[src/rtl/adder_pkg.sv]
// Shared definitions for the pipelined add/subtract unit: op encoding and
// helpers that derive and validate the per-stage slice width.
package adder_pkg;

  localparam logic OP_ADD = 1'b0;
  localparam logic OP_SUB = 1'b1;

  function automatic int seg_width(input int width, input int stages);
    return width / stages;
  endfunction

  // True when the operand width divides evenly into the requested stages.
  function automatic bit split_ok(input int width, input int stages);
    return (stages >= 1) && ((width % stages) == 0);
  endfunction

endpackage

[src/rtl/adder_slice.sv]
// One SEG-bit combinational adder slice with carry-in and carry-out.
module adder_slice #(
  parameter int SEG = 8
) (
  input  logic [SEG-1:0] a,
  input  logic [SEG-1:0] b,
  input  logic           cin,
  output logic [SEG-1:0] sum,
  output logic           cout
);

  assign {cout, sum} = {1'b0, a} + {1'b0, b} + {{SEG{1'b0}}, cin};

endmodule

[src/rtl/pipelined_adder.sv]
// Pipelined add/subtract: one SEG-bit slice per stage with the carry rippling
// stage to stage, and a single global advance signal for back-pressure.
module pipelined_adder
  import adder_pkg::*;
#(
  parameter int WIDTH  = 32,
  parameter int STAGES = 4
) (
  input  logic             clk,
  input  logic             rst_n,
  input  logic             in_valid,
  output logic             in_ready,
  input  logic [WIDTH-1:0] in_a,
  input  logic [WIDTH-1:0] in_b,
  input  logic             in_sub,
  output logic             out_valid,
  input  logic             out_ready,
  output logic [WIDTH-1:0] out_sum,
  output logic             out_carry,
  output logic             out_ovf
);

  localparam int SEG  = seg_width(WIDTH, STAGES);
  localparam int LAST = STAGES - 1;

  if (!split_ok(WIDTH, STAGES)) begin : g_bad_split
    $error("pipelined_adder: WIDTH must be a positive multiple of STAGES");
  end

  logic             adv;
  logic [WIDTH-1:0] b_eff;
  logic             cin;

  // NOTE: every variable gets a default before the case so no latch is inferred.
  always_comb begin
    b_eff = in_b;
    cin   = 1'b0;
    case (in_sub)
      OP_ADD:  ;
      OP_SUB: begin
        b_eff = ~in_b;
        cin   = 1'b1;
      end
      default: ;
    endcase
  end

  // The whole pipe moves together; a stalled output freezes every stage.
  assign adv      = ~out_valid | out_ready;
  assign in_ready = adv;

  for (genvar k = 0; k < STAGES; k++) begin : g_stage
    logic [WIDTH-1:k*SEG]   a_src, b_src;
    logic                   c_src, v_src;
    logic [SEG-1:0]         s_seg;
    logic                   c_seg;
    logic                   v_q, c_q;
    logic [(k+1)*SEG-1:0]   sum_q;

    if (k == 0) begin : g_in
      assign a_src = in_a;
      assign b_src = b_eff;
      assign c_src = cin;
      assign v_src = in_valid;

      // NOTE: pipeline data is reset too, so the outputs read 0 after reset.
      always_ff @(posedge clk) begin
        if (!rst_n)   sum_q <= '0;
        else if (adv) sum_q <= s_seg;
      end
    end else begin : g_in
      assign a_src = g_stage[k-1].g_fwd.a_hi_q;
      assign b_src = g_stage[k-1].g_fwd.b_hi_q;
      assign c_src = g_stage[k-1].c_q;
      assign v_src = g_stage[k-1].v_q;

      always_ff @(posedge clk) begin
        if (!rst_n)   sum_q <= '0;
        else if (adv) sum_q <= {s_seg, g_stage[k-1].sum_q};
      end
    end

    adder_slice #(.SEG(SEG)) u_slice (
      .a    (a_src[k*SEG +: SEG]),
      .b    (b_src[k*SEG +: SEG]),
      .cin  (c_src),
      .sum  (s_seg),
      .cout (c_seg)
    );

    // NOTE: sequential state is updated only with non-blocking assignments.
    always_ff @(posedge clk) begin
      if (!rst_n) begin
        v_q <= 1'b0;
        c_q <= 1'b0;
      end else if (adv) begin
        v_q <= v_src;
        c_q <= c_seg;
      end
    end

    if (k < LAST) begin : g_fwd
      logic [WIDTH-1:(k+1)*SEG] a_hi_q, b_hi_q;

      always_ff @(posedge clk) begin
        if (!rst_n) begin
          a_hi_q <= '0;
          b_hi_q <= '0;
        end else if (adv) begin
          a_hi_q <= a_src[WIDTH-1:(k+1)*SEG];
          b_hi_q <= b_src[WIDTH-1:(k+1)*SEG];
        end
      end
    end else begin : g_last
      // Only the operand sign bits survive to the end, for overflow detection.
      logic a_msb_q, b_msb_q;

      always_ff @(posedge clk) begin
        if (!rst_n) begin
          a_msb_q <= 1'b0;
          b_msb_q <= 1'b0;
        end else if (adv) begin
          a_msb_q <= a_src[WIDTH-1];
          b_msb_q <= b_src[WIDTH-1];
        end
      end
    end
  end

  assign out_valid = g_stage[LAST].v_q;
  assign out_sum   = g_stage[LAST].sum_q;
  assign out_carry = g_stage[LAST].c_q;
  assign out_ovf   = (g_stage[LAST].g_last.a_msb_q == g_stage[LAST].g_last.b_msb_q) &
                     (out_sum[WIDTH-1] != g_stage[LAST].g_last.a_msb_q);

endmodule

[config.mk]
export PLATFORM = sky130hd
export DESIGN_NAME = pipelined_adder
export DESIGN_NICKNAME = d
export VERILOG_FILES = /design/src/rtl/adder_pkg.sv /design/src/rtl/adder_slice.sv /design/src/rtl/pipelined_adder.sv
export SDC_FILE = /design/constraint.sdc
export NUM_CORES = 1
export LEC_CHECK = 0
export ABC_CLOCK_PERIOD_IN_PS = 2900
export BUFFER_PORTS_ARGS = -buffer_cell sky130_fd_sc_hd__buf_4
export CAP_MARGIN = 20
export CORE_MARGIN = 2
export CORE_UTILIZATION = 58
export DETAILED_ROUTE_END_ITERATION = 10
export GPL_ROUTABILITY_DRIVEN = 0
export PLACE_DENSITY = 0.83
export SLEW_MARGIN = 20
export SYNTH_ARGS = -nofsm -noshare
export SYNTH_HDL_FRONTEND = slang
export SYNTH_SLANG_ARGS = --single-unit
[constraint.sdc]
create_clock -name clk -period 2.9 [get_ports clk]
set_input_delay 0.435 -clock clk [delete_from_list [all_inputs] [get_ports clk]]
set_output_delay 0.435 -clock clk [all_outputs]
set_load 0.005 [all_outputs]
==> flow_summary_export.csv <==
group,metric,value,unit
status,status,"finished, final reports clean",
worst_setup_path,path_max_fanout,3,
sta,fin_crit,2.15,ns
floorplanning,core-area,14400,sq um
cells_and_area,drive_above_1_share,14.4,%
pwr,power_switching,0.00138,W
cells_and_area,fillers,1166,
drt,detail_route.wl_per_cell,13.7,um
synthesis,synth_cell_types,44,
sta,fmax,0.464,GHz
worst_setup_path,reg2regPathDepth,6,
worst_setup_path,arrival,2.48,ns
clock_network,cts_hold_buf,0,
clock_network,clock_path_buffers,2,
synthesis,synth_cells,980,
pwr,swShare,24.3,%
clock_network,cts.sinks,186,
global_route,track_usage,22.0,%
clock_network,ctsRootBufferMaster,"clkbuf_16",
synthesis,synth_top_area_share,44.1,%
worst_setup_path,start_kind,"flop",
job,timing.max_cap.violations,0,
pwr,pwr-share-comb,11.7,%
sta,fin_ws,0.745,ns
drt,ant_nets,0,
min_path,hp-class,"primary input to flop",
drt,dr.pass1.iters,5,
min_path,min_to,"g_stage[0].g_fwd.a_hi_q[27]$_SDFFE_PN0P_",
synthesis,synth_commonest_cells,"nand2_1, dfxtp_1, a21boi_0, buf_2, nand3_1",
sta,slew-limit-headroom,52.9,%
placed_design,io_buffers,104,
drt,dr_total_vias,6745,
floorplanning,initial_utilization,58.8,%
worst_setup_path,rrSetupSlack,0.75,ns
placed_design,dpl.hpwl,11000,um
sta,tns,0,ns
synthesis,syn_area_per_cell,8.62,sq um
drt,first_iter_violations,517,
clock_network,clk_latency,0.43,ns
worst_setup_path,endpoint_kind,"flop",
drt,post-route-drc-count,0,
synthesis,seq_area_frac_synth,44.1,%
floorplanning,die_area,15500,sq um
floorplanning,die_w,125,um
synthesis,synth_compound_area_share,21.9,%
worst_setup_path,critPathKind,"flop to flop",
drt,totalWireLength,17000,um
pwr,power_density,577,nW/um^2
synthesis,synth_top_family_by_area,"compound AO/OA/AOI/OAI gates",
global_route,antenna_found_initial,0,
sta,tightest_slew,0.706,ns
pwr,p_seq_share,49.4,%
floorplanning,io-pin-count,105,
synthesis,async_reset_ff_share,0,%
synthesis,ys_ff_latch,186,
worst_setup_path,required,3.22,ns
cells_and_area,area_growth,16.8,%
placed_design,pre_cts_ws,0.752,ns
min_path,holdCritStartpoint,"in_a[27]",
synthesis,synth_fp_nets,1084,
synthesis,synth_ff_type,"dfxtp_1",
sta,drv_slew,0,
synthesis,ys_warn_count,0,
pwr,peakVddDrop,0.000428,V
clock_network,cts_resized,0,
global_route,grt_max_degree,162,
cells_and_area,diodes,0,
sta,setup_viol,0,
floorplanning,rows,44,
synthesis,yosysMostFrequentCell,"nand2_1",
worst_setup_path,r2r-start,"g_stage[2].c_q$_SDFFE_PN0P_",
worst_setup_path,r2r-end,"out_carry$_SDFFE_PN0P_",
drt,via_per_inst,5.43,
clock_network,cts_tree,"yes",
synthesis,synth.area.mux_share,0.178,%
synthesis,netlist_area,8450,sq um
clock_network,numCtsBuffers,17,
synthesis,synth-simple-area-share,20.1,%
clock_network,clk_pin_slew_worst_paths,0.07,ns
synthesis,synthAdderAreaFrac,5.81,%
pwr,cellLeakagePower,4.24,nW
clock_network,post_cts_buffers,0,
sta,clock_skew,0.00705,ns
sta,rsz0062_at_grt,"false",
synthesis,synth-edff-count,0,
synthesis,synthXorXnorAreaFrac,3.94,%
pwr,p_int,0.00431,W
global_route,grt_pass1_wl,28600,um
min_path,hold_depth,3,
sta,hold_violations,0,
global_route,grt-ovfl-total,0,
pwr,p_clk_share,38.9,%
cells_and_area,layout.nets,1150,
global_route,first_global_vias,6124,
synthesis,synth_top_area_cell,"dfxtp_1",
clock_network,htreeDepth,4,
synthesis,ys_top_cells_by_area,"dfxtp_1, nand2_1, a21boi_0, ha_1, o211a_1",
sta,finalCritPeriodShare,74.3,%
floorplanning,die_y,125,um
worst max-delay path by stage:
stage	from	to	slack, ns	depth (start not counted)
after floorplan	in_sub	g_stage[0].sum_q[7]$_SDFFE_PN0P_	0.70	8
after global placement	in_sub	g_stage[0].sum_q[7]$_SDFFE_PN0P_	0.77	7
after detailed placement	in_sub	g_stage[0].sum_q[7]$_SDFFE_PN0P_	0.75	7
after CTS	g_stage[1].c_q$_SDFFE_PN0P_	g_stage[2].c_q$_SDFFE_PN0P_	0.74	6
after global routing	g_stage[0].c_q$_SDFFE_PN0P_	g_stage[1].c_q$_SDFFE_PN0P_	0.62	6
final	g_stage[2].c_q$_SDFFE_PN0P_	out_carry$_SDFFE_PN0P_	0.75	6
power groups by stage:
stage          clock network, W  logic, W  registers (W)
6_report                0.00221  0.000665        0.00281
5_1_grt                 0.00235  0.000753        0.00283
4_1_cts                 0.00225  0.000666        0.00281
3_5_place_dp                  0  0.000656        0.00287
3_3_place_gp                  0  0.000643        0.00286
2_1_floorplan                 0  0.000458        0.00285
state kept, by name, indices dropped and copies added (netlist names):
register	flops
g_stage.g_last.a_msb_q	1
out_valid	1
g_stage.sum_q	48
g_stage.c_q	3
g_stage.g_fwd.b_hi_q	48
g_stage.g_fwd.a_hi_q	48
out_sum	32
g_stage.g_last.b_msb_q	1
out_carry	1
g_stage.v_q	3
routing by layer:
layer	GRT usage [%]	routed length (um)	vias up
met5	0	0	-
met3	4.51	644	29
met2	34.7	7830	145
met4	8.39	290	0
met1	29.8	8280	3114
li1	-	-	3457
layout by cell type, fill, tap and decap left out, types with 3 or more instances in the layout:
cell type | synthesis | final
xnor2_1 | 28 | 28
clkinv_2 | 0 | 3
o21a_1 | 9 | 9
nand3_1 | 33 | 33
a211o_1 | 3 | 3
o21ai_0 | 17 | 17
and3_1 | 7 | 7
a21o_1 | 7 | 7
or3_1 | 4 | 4
clkbuf_16 | 0 | 17
inv_1 | 3 | 3
o211ai_1 | 3 | 3
nor3_1 | 3 | 3
dfxtp_1 | 186 | 186
nand2_1 | 311 | 311
nand3b_1 | 9 | 9
fa_1 | 7 | 7
xor2_1 | 10 | 10
a21boi_0 | 136 | 136
a21oi_1 | 27 | 27
o211a_1 | 29 | 29
nand4b_1 | 10 | 10
clkinv_4 | 0 | 3
and2_1 | 3 | 3
clkbuf_8 | 0 | 3
clkinvlp_4 | 0 | 3
nor2_1 | 5 | 5
buf_4 | 0 | 114
o221ai_1 | 3 | 3
buf_12 | 0 | 3
a211oi_1 | 6 | 6
ha_1 | 28 | 28
nor3b_1 | 7 | 7
cells by family (layout without fill, tap and decap cells):
group           after synthesis  after routing
simple gates                397            397
compound gates              248            248
buf+inv                      75            154
flops                       186            186
fa+ha+maj                    35             35
mux                           1              1
xor+xnor                     38             38
through the flow:
stage	hold WS (ns)	cell area, sq um	total power [W]	utilization [%]	instances
finish	0.259	9860	0.00569	68.6	1243
global route	0.258	9860	0.00594	68.6	1243
CTS	0.250	9860	0.00573	68.6	1243
detailed placement	0.454	9300	0.00353	64.7	1211
global placement	0.448	9300	0.00351	64.7	1211
floorplan	0.441	8450	0.00330	-	980
cell type report:
type                            instances  area, sq um  area share (%)
Clock buffer                           22          474            4.81
Clock inverter                         10         93.8           0.951
Inverter                                5         26.3           0.266
Multi-Input combinational cell        719         4400            44.6
Sequential cell                       186         3720            37.8
Tap cell                              184          230            2.33
Timing Repair Buffer                  117          916            9.29
critical path, cell delays in order (launching register included):
cell	delay, ns
dfxtp_1	0.34
fa_1	0.48
fa_1	0.43
a21o_1	0.20
a211o_1	0.33
a211oi_1	0.21
nor2_1	0.07
Note: power is estimated with default switching activity, not from simulation.
